$ cat config.mk
export PLATFORM = sky130hd
export DESIGN_NAME = bpsk_tx_scheduler
export DESIGN_NICKNAME = d
export VERILOG_FILES = /design/src/rtl/bpsk_pkg.sv /design/src/rtl/bpsk_symbol_timer.sv /design/src/rtl/bpsk_tx_scheduler.sv
export SDC_FILE = /design/constraint.sdc
export NUM_CORES = 1
export LEC_CHECK = 0
export ABC_AREA = 1
export BUFFER_PORTS_ARGS = -buffer_cell sky130_fd_sc_hd__buf_2
export CAP_MARGIN = 10
export CORE_MARGIN = 1
export CORE_UTILIZATION = 60
export CTS_BUF_LIST = sky130_fd_sc_hd__clkbuf_2
export DETAILED_ROUTE_END_ITERATION = 16
export GPL_TIMING_DRIVEN = 0
export PLACE_DENSITY = 0.91
export SLEW_MARGIN = 20
export SYNTH_ARGS = -nofsm -noshare
export SYNTH_HDL_FRONTEND = slang
export SYNTH_SLANG_ARGS = --single-unit
$ cat constraint.sdc
create_clock -name clk -period 3 [get_ports clk]
set_input_delay 0.6 -clock clk [delete_from_list [all_inputs] [get_ports clk]]
set_output_delay 0.6 -clock clk [all_outputs]
set_load 0.005 [all_outputs]
$ cat src/rtl/bpsk_pkg.sv
// Shared state encoding, default constants and width helper for the BPSK transmit path.
package bpsk_pkg;

  typedef enum logic [2:0] {
    StIdle     = 3'd0,
    StFetch    = 3'd1,
    StPreamble = 3'd2,
    StPayload  = 3'd3,
    StGap      = 3'd4
  } bpsk_state_e;

  localparam int unsigned SampleNumberDef    = 256;
  localparam int unsigned DataWidthDef       = 12;
  localparam logic [7:0]  PreamblePatternDef = 8'b1010_1011;

  // Never returns zero so a counter over a single value still gets one bit.
  function automatic int unsigned bpsk_width(input int unsigned n);
    return (n <= 2) ? 1 : $clog2(n);
  endfunction

endpackage

$ cat src/rtl/bpsk_symbol_timer.sv
// Sample counter for one sine period; wrap marks the last sample of a symbol.
module bpsk_symbol_timer import bpsk_pkg::*; #(
  parameter int unsigned SAMPLE_NUMBER = SampleNumberDef
) (
  input  logic                                 clk,
  input  logic                                 rst_n,
  input  logic                                 en,
  input  logic                                 clr,
  output logic [bpsk_width(SAMPLE_NUMBER)-1:0] idx,
  output logic                                 wrap
);

  localparam int unsigned IdxW = bpsk_width(SAMPLE_NUMBER);

  logic [IdxW-1:0] idx_q, idx_d;

  // Power-of-two period, so the natural overflow is the wrap to zero.
  always_comb begin
    idx_d = idx_q;
    if (clr) begin
      idx_d = '0;
    end else if (en) begin
      idx_d = idx_q + 1'b1;
    end
  end

  always_ff @(posedge clk) begin
    if (!rst_n) begin
      idx_q <= '0;
    end else begin
      idx_q <= idx_d;
    end
  end

  assign idx  = idx_q;
  assign wrap = en && (idx_q == IdxW'(SAMPLE_NUMBER - 1));

endmodule

$ cat src/rtl/bpsk_tx_scheduler.sv
// Frame sequencer driving the BPSK modulator: fetch, optional preamble, payload, gap.
// Optional preamble is built when BPSK_TX_PREAMBLE_EN is defined.
module bpsk_tx_scheduler import bpsk_pkg::*; #(
  parameter int unsigned SAMPLE_NUMBER   = SampleNumberDef,
  parameter int unsigned DATA_WIDTH      = DataWidthDef,
  parameter int unsigned FRAME_WORDS_MAX = 16,
  parameter int unsigned GAP_SYMBOLS     = 4
`ifdef BPSK_TX_PREAMBLE_EN
  ,
  parameter int unsigned             PREAMBLE_LEN     = 8,
  parameter logic [PREAMBLE_LEN-1:0] PREAMBLE_PATTERN = PreamblePatternDef
`endif
) (
  input  logic                                   clk,
  input  logic                                   rst_n,
  input  logic                                   start,
  input  logic [bpsk_width(FRAME_WORDS_MAX+1)-1:0] frame_len,
  input  logic [DATA_WIDTH-1:0]                  s_data,
  input  logic                                   s_valid,
  output logic                                   s_ready,
  output logic                                   mod_en,
  output logic [bpsk_width(SAMPLE_NUMBER)-1:0]   mod_sample_idx,
  output logic                                   mod_bit,
  output logic                                   mod_sym_start,
  output logic                                   busy,
  output logic                                   done,
  output logic                                   underrun
);

  localparam int unsigned IdxW = bpsk_width(SAMPLE_NUMBER);
  localparam int unsigned LenW = bpsk_width(FRAME_WORDS_MAX + 1);
  localparam int unsigned BitW = bpsk_width(DATA_WIDTH);
  localparam int unsigned GapW = bpsk_width(GAP_SYMBOLS);
`ifdef BPSK_TX_PREAMBLE_EN
  localparam int unsigned PreW = bpsk_width(PREAMBLE_LEN);
  localparam bpsk_state_e FirstTx = StPreamble;
`else
  localparam bpsk_state_e FirstTx = StPayload;
`endif

  bpsk_state_e           state_q, state_d;
  logic [LenW-1:0]       len_q, len_d, fetched_q, fetched_d, sent_q, sent_d;
  logic [DATA_WIDTH-1:0] shift_q, shift_d, hold_q, hold_d;
  logic                  hold_valid_q, hold_valid_d, completed_q, completed_d;
  logic [BitW-1:0]       bit_q, bit_d;
  logic [GapW-1:0]       gap_q, gap_d;
`ifdef BPSK_TX_PREAMBLE_EN
  logic [PreW-1:0]       pre_q, pre_d;
`endif

  logic            timer_en, timer_clr, sym_wrap, take;
  logic [IdxW-1:0] sample_idx;

  assign timer_en  = (state_q == StPreamble) || (state_q == StPayload) || (state_q == StGap);
  assign timer_clr = !timer_en;

  bpsk_symbol_timer #(
    .SAMPLE_NUMBER(SAMPLE_NUMBER)
  ) u_timer (
    .clk  (clk),
    .rst_n(rst_n),
    .en   (timer_en),
    .clr  (timer_clr),
    .idx  (sample_idx),
    .wrap (sym_wrap)
  );

  always_comb begin
    state_d      = state_q;
    len_d        = len_q;
    fetched_d    = fetched_q;
    sent_d       = sent_q;
    shift_d      = shift_q;
    hold_d       = hold_q;
    hold_valid_d = hold_valid_q;
    completed_d  = completed_q;
    bit_d        = bit_q;
    gap_d        = gap_q;
`ifdef BPSK_TX_PREAMBLE_EN
    pre_d        = pre_q;
`endif
    s_ready      = 1'b0;
    mod_en       = 1'b0;
    mod_bit      = 1'b0;
    done         = 1'b0;
    underrun     = 1'b0;
    take         = 1'b0;

    // Prefetch into the single holding register while a symbol stream is running.
    if ((state_q == StPreamble) || (state_q == StPayload)) begin
      s_ready = !hold_valid_q && (fetched_q < len_q);
      take    = s_valid && s_ready;
      if (take) begin
        hold_d       = s_data;
        hold_valid_d = 1'b1;
        fetched_d    = fetched_q + 1'b1;
      end
    end

    unique case (state_q)
      StIdle: begin
        if (start && (frame_len != '0) && (frame_len <= LenW'(FRAME_WORDS_MAX))) begin
          len_d        = frame_len;
          fetched_d    = '0;
          sent_d       = '0;
          hold_valid_d = 1'b0;
          completed_d  = 1'b0;
          state_d      = StFetch;
        end
      end
      StFetch: begin
        s_ready = 1'b1;
        if (s_valid) begin
          shift_d   = s_data;
          fetched_d = LenW'(1);
          sent_d    = LenW'(1);
          bit_d     = '0;
`ifdef BPSK_TX_PREAMBLE_EN
          pre_d     = '0;
`endif
          state_d   = FirstTx;
        end
      end
`ifdef BPSK_TX_PREAMBLE_EN
      StPreamble: begin
        mod_en  = 1'b1;
        mod_bit = PREAMBLE_PATTERN[pre_q];
        if (sym_wrap) begin
          if (pre_q == PreW'(PREAMBLE_LEN - 1)) begin
            pre_d   = '0;
            state_d = StPayload;
          end else begin
            pre_d = pre_q + 1'b1;
          end
        end
      end
`endif
      StPayload: begin
        mod_en  = 1'b1;
        mod_bit = shift_q[0];
        if (sym_wrap) begin
          if (bit_q == BitW'(DATA_WIDTH - 1)) begin
            bit_d = '0;
            gap_d = '0;
            if (sent_q == len_q) begin
              completed_d = 1'b1;
              state_d     = StGap;
            end else if (hold_valid_q) begin
              shift_d      = hold_q;
              hold_valid_d = 1'b0;
              sent_d       = sent_q + 1'b1;
            end else begin
              underrun = 1'b1;
              state_d  = StGap;
            end
          end else begin
            bit_d   = bit_q + 1'b1;
            shift_d = shift_q >> 1;
          end
        end
      end
      StGap: begin
        if (sym_wrap) begin
          if (gap_q == GapW'(GAP_SYMBOLS - 1)) begin
            done    = completed_q;
            state_d = StIdle;
          end else begin
            gap_d = gap_q + 1'b1;
          end
        end
      end
      default: state_d = StIdle;
    endcase
  end

  always_ff @(posedge clk) begin
    if (!rst_n) begin
      state_q      <= StIdle;
      len_q        <= '0;
      fetched_q    <= '0;
      sent_q       <= '0;
      shift_q      <= '0;
      hold_q       <= '0;
      hold_valid_q <= 1'b0;
      completed_q  <= 1'b0;
      bit_q        <= '0;
      gap_q        <= '0;
`ifdef BPSK_TX_PREAMBLE_EN
      pre_q        <= '0;
`endif
    end else begin
      state_q      <= state_d;
      len_q        <= len_d;
      fetched_q    <= fetched_d;
      sent_q       <= sent_d;
      shift_q      <= shift_d;
      hold_q       <= hold_d;
      hold_valid_q <= hold_valid_d;
      completed_q  <= completed_d;
      bit_q        <= bit_d;
      gap_q        <= gap_d;
`ifdef BPSK_TX_PREAMBLE_EN
      pre_q        <= pre_d;
`endif
    end
  end

  // ROM address is parked at zero whenever the modulator is disabled.
  assign mod_sample_idx = mod_en ? sample_idx : '0;
  assign mod_sym_start  = mod_en && (sample_idx == '0);
  assign busy           = (state_q != StIdle);

endmodule

# Yosys cells after proc, flatten, opt, wreduce, memory -nomap -nowiden

Index checks and enable logic that the tools add are counted.

$mul: 0
Reduce and logical (&&, ||, !) cells: 26
Shifts and indexed selects: 0
Div/mod/pow operators: 0
Add/subtract/negate cells: 5
Multiplexer cells: 62
Magnitude comparators: 2
Bitwise gates (word level): 0
Equal/unequal tests: 21

Operators with widths:

| operator                                                               | count |
|---|---|
| 12-bit 2-to-1 mux                                                      | 5 |
| 5-bit 2-to-1 mux                                                       | 10 |
| 3-bit 2-to-1 mux                                                       | 8 |
| 12-bit one-hot mux with 2 select lines                                 | 1 |
| 1-bit 2-to-1 mux                                                       | 23 |
| 5-bit one-hot mux with 3 select lines                                  | 1 |
| 5-bit AND reduction                                                    | 3 |
| 2-bit != test (second input constant)                                  | 7 |
| 7-bit AND reduction                                                    | 2 |
| 4-bit 2-to-1 mux                                                       | 3 |
| 3-bit one-hot mux with 4 select lines                                  | 1 |
| 5-bit by 1-bit adder with 5-bit output (second input constant)         | 2 |
| 5-bit one-hot mux with 2 select lines                                  | 1 |
| 8-bit by 1-bit adder with 8-bit output (second input constant)         | 1 |
| 8-bit equality test (second input constant)                            | 1 |
| 8-bit zero test                                                        | 1 |
| 2-bit 2-to-1 mux                                                       | 4 |
| 8-bit 2-to-1 mux                                                       | 1 |
| 4-bit one-hot mux with 2 select lines                                  | 1 |
| 3-bit by 2-bit equality test with 1-bit output (second input constant) | 2 |
| 1-bit logical AND                                                      | 6 |
| 2-bit by 1-bit != test with 1-bit output (second input constant)       | 3 |
| 3-bit != test (second input constant)                                  | 2 |
| 2-bit AND reduction                                                    | 3 |
| other kinds (19)                                                       | 24 |

Memories kept: 0
Memory bits (read-only): 0
Logic and storage cells: 127
Memory bits (writable): 0
Output and inout bits: 15
Bits in latches: 0
Flip-flop bits (word level): 58

# Logic depth before layout (Yosys ltp)

Depth after elaboration: 10
Mapped depth: 12
Depth with buffers taken out: 12

# Cells and area by module

From an unflattened synthesis, not the netlist that was laid out.

Cell total of the unflattened synthesis: 514
Area total of the unflattened synthesis: 3330.7 um^2

Modules (own cells, without submodules):

| module            | area an instance (um^2) | cells an instance | times used |
|---|---|---|---|
| bpsk_tx_scheduler | 2956.6                  | 460               | 1 |
| bpsk_symbol_timer | 374.1                   | 54                | 1 |

# Least setup slack after synthesis

OpenSTA, ideal clock, no wires.

Path type: register to output
Start point: reg u_timer.idx_q[0], in the netlist u_timer.idx[0]
End point: out underrun
Required time: 2400 ps
Path slack: 1103 ps
Arrival time: 1297 ps
Buffers on the path: 0
Cell stages (with the launch flop): 10
Path through: dfxtp_1 > ha_1 > nand2_1 > nor2_1 > nand2_1 > nor2_1 > nand2_1 > nor2_1 > nand2_1 > nor3_1

Cells in the longest elaborated chain, start to end: 4

Ends and longest elaborated chain:

| item                   | line                     | source |
|---|---|---|
| start, declared        | bpsk_symbol_timer.sv:15  | `logic [IdxW-1:0] idx_q, idx_d;` |
| start signal, assigned | bpsk_symbol_timer.sv:31  | `idx_q <= idx_d;` |
| 8-bit equality test    | bpsk_symbol_timer.sv:36  | `assign wrap = en && (idx_q == IdxW'(SAMPLE_NUMBER - 1));` |
| 1-bit logical AND      | bpsk_symbol_timer.sv:36  |  |
| 1-bit 2-to-1 mux       | bpsk_tx_scheduler.sv:141 | `if (sym_wrap) begin` |
| 1-bit 2-to-1 mux       | bpsk_tx_scheduler.sv:100 | `unique case (state_q)` |
| end, declared          | bpsk_tx_scheduler.sv:27  | `output logic underrun` |

No other way between the ends.

# Final worst setup path

Same ends and word-level chain as after synthesis.

==> flow_metrics.tcl <==
set metrics [dict create \
    status "complete, no violations" \
    routed_wirelength_um 8040 \
    die_h_um 76.1 \
    io_pins 36 \
    post_cts_resized 0 \
    antenna_found_initial 0 \
    via_per_inst 5.45 \
    required_ps 2400 \
    maxCapViolCount 0 \
    path_class "reg2out" \
    combPwrFrac_pct 40.2 \
    ctsHoldBuffers 0 \
    p_clk_share_pct 19.0 \
    fillers 462 \
    power_frac_seq_pct 40.8 \
    synth_area_um2 3290 \
    ant_nets 0 \
    cts_made_buffers 9 \
    htreeDepth 3 \
    postSynthCellCount 496 \
    cp-end-kind "primary output" \
    area_delta_synth_final_pct 10.7 \
    skew_ps 15.3 \
    portBuffers 34 \
    post_cts_buffers 0 \
    swShare_pct 42.0 \
    post-route-period-util_pct 94.2 \
    antenna_cells 0 \
    clock_path_buffers 2 \
    coreArea_um2 5200 \
    peakVddDrop_mv 0.504 \
    drt-pass1-iter-count 6 \
    syn_nets 527 \
    ys_ff_latch 58 \
    cpMostUsedCell "nand2_1" \
    rows 26 \
    final_area_um2 3640 \
    grt_pass1_vias 3059 \
    vias 3343 \
    hp-class "in2reg" \
    tightest_slew_ps 566 \
    gr-usage-all-layers_pct 29.4 \
    ys_warn_count 0 \
    p_int_mw 1.40 \
    grt_max_degree 11 \
    gp_congestion 0.897 \
    seq_area_frac_synth_pct 35.3 \
    drc_errors 0 \
    grt_remaining_overflow 0 \
    cts_root_buffer "clkbuf_2" \
    max_freq_ghz 0.354 \
    setup_viol 0 \
    wl_per_cell_um 13.1 \
    worstSkewPairLatency_ps 500 \
    cts_sinks 58 \
    drive_gt1_share_pct 16.2 \
    slowest_stage "dfxtp_1" \
    total_power_mw 2.41 \
    place_inst 600 \
    worstPathArrival_ps 2230 \
    slew_violations 0 \
    cts_tree "done" \
    switchingPower_mw 1.01 \
    instances_no_fill 613 \
    placed_area_um2 3550 \
    synth_cell_types 36 \
    die_area_um2 5780 \
    postLayoutCoreUtil_pct 70.0 \
    hold_viol 0 \
    p_per_area_nw_per_um2 662 \
    dp_hpwl_um 5790 \
    fp.dieW_um 76.1 \
    slew_headroom_pct 62.2 \
    critPathMaxFanout 4 \
    crit_chain "ha_1 -> nand2_1 -> nor2_1 -> nand2_1 -> nor2_1 -> nand2_1 -> nor2_1 -> nand2_1 -> nor3_2 -> buf_2" \
    post-route-min-period_ps 2830 \
    clk_pin_slew_ps 160 \
    num-nets-final 571 \
    leakagePower_nw 1.63 \
    drt_iter0_drc 266 \
    avgSynthCellArea_um2 6.63 \
    max_stage_delay_ps 410 \
    grt_pass1_wl_um 13600 \
    start_util_pct 63.2 \
    cp-start-kind "flip-flop" \
]
==> critical path: cells and delay by family, from the launching register on <==
family | cells | cell delay (ps)
fa+ha+maj | 1 | 190
buf+inv | 1 | 150
flops | 1 | 410
simple gates | 8 | 980
==> layout by cell type (no fill, tap or decap), types with 2 or more instances in the layout <==
master,Yosys,layout
ha_1,10,10
nand2_4,2,2
inv_2,7,7
nor2_2,5,5
clkbuf_2,0,9
nand2_1,116,116
nand3_1,25,25
xor2_1,4,4
buf_1,2,2
o21ai_1,6,6
a21oi_1,45,45
nor2_1,59,59
nor3_2,7,8
nor3_1,8,7
nand4_1,6,6
nand3_2,4,4
clkinv_1,0,2
dfxtp_1,58,58
inv_1,64,64
clkinv_2,1,3
nand2_2,3,3
nand3b_1,2,2
o21ai_0,34,34
nor3b_1,3,3
buf_2,3,37
a21oi_2,2,2
nor2_4,2,2
clkbuf_1,7,6
buf_6,2,2
==> state kept, by name, summed over array words and instances, names as in the netlist <==
register / count
hold_valid_q: 1
sent_q: 5
gap_q: 2
hold_q: 12
state_q: 3
completed_q: 1
bit_q: 4
shift_q: 12
u_timer.idx: 8
len_q: 5
fetched_q: 5
==> layer usage <==
layer  vias to the layer above  wire (um)  global-route usage, %
met3                        27        522                   8.50
met2                       127       3900                   49.5
met4                         0        171                   10.8
li1                       1678          -                      -
met5                         -          0                      0
met1                      1511       3450                   35.7
==> synth_stat cells <==
library cell	n	share of area, %
inv_1	64	7.3
inv_2	7	0.80
nor2_8	1	0.61
ha_1	10	3.8
a21oi_1	45	6.8
nand2_4	2	0.68
nor3_1	8	1.2
o21ai_1	6	0.91
nor4_1	1	0.19
o21bai_1	1	0.23
nor3_2	7	2.1
nor2_2	5	0.95
nand3_1	25	3.8
buf_6	2	0.68
and2_1	1	0.19
xnor2_1	1	0.27
o21ai_0	34	5.2
nor3b_1	3	0.68
clkbuf_1	7	0.80
xor2_1	4	1.1
buf_1	2	0.23
buf_2	3	0.46
dfxtp_1	58	35
a21oi_2	2	0.53
clkinv_2	1	0.15
o211ai_1	1	0.23
nor2_4	2	0.68
nand4_2	1	0.38
nand2_1	116	13
nand2_2	3	0.57
nor2_1	59	6.7
nand4_1	6	1.1
nand3_2	4	1.2
or2_2	1	0.19
or2_0	1	0.19
nand3b_1	2	0.46
==> power groups by stage <==
stage	Sequential, mW	Combinational (mW)	Clock, mW
6_report	0.984	0.970	0.458
5_1_grt	0.999	1.08	0.499
4_1_cts	0.982	0.958	0.467
3_5_place_dp	0.997	0.943	0
3_3_place_gp	0.992	0.902	0
2_1_floorplan	0.977	0.730	0
==> final timing paths <==
path	slack, ps	cells past startpoint	end	start
setup / recovery	170	10	underrun	u_timer.idx[0]$_SDFF_PN0_
hold / removal	370	3	len_q[4]$_SDFFE_PN0P_	frame_len[4]
setup reg to reg	840	9	hold_q[11]$_SDFFE_PN0P_	len_q[2]$_SDFFE_PN0P_
hold reg to reg	460	2	hold_q[3]$_SDFFE_PN0P_	hold_q[3]$_SDFFE_PN0P_
==> cell families after synthesis <==
group | synth area share [%]
simple gates | 35.2
xor+xnor | 1.33
fa+ha+maj | 3.80
compound gates | 13.9
buf+inv | 10.4
flops | 35.3
==> final cells by class <==
class,count,area (um2),share of cell area [%]
Multi-Input combinational cell,352,1790,49.2
Sequential cell,58,1160,31.9
Inverter,72,272,7.45
Timing Repair Buffer,34,170,4.67
Tap cell,70,87.6,2.40
Buffer,13,67.6,1.86
Clock inverter,5,47.5,1.31
Clock buffer,9,45.0,1.24
==> stage by stage <==
stage	hold slack [ps]	setup slack, ps	TNS (ps)
final	369	173	0
after global routing	328	-22.4	-22.4
after CTS	334	111	0
after detailed placement	446	680	0
after global placement	437	697	0
after floorplan	422	1100	0
Note: power is estimated with default switching activity, not from simulation.
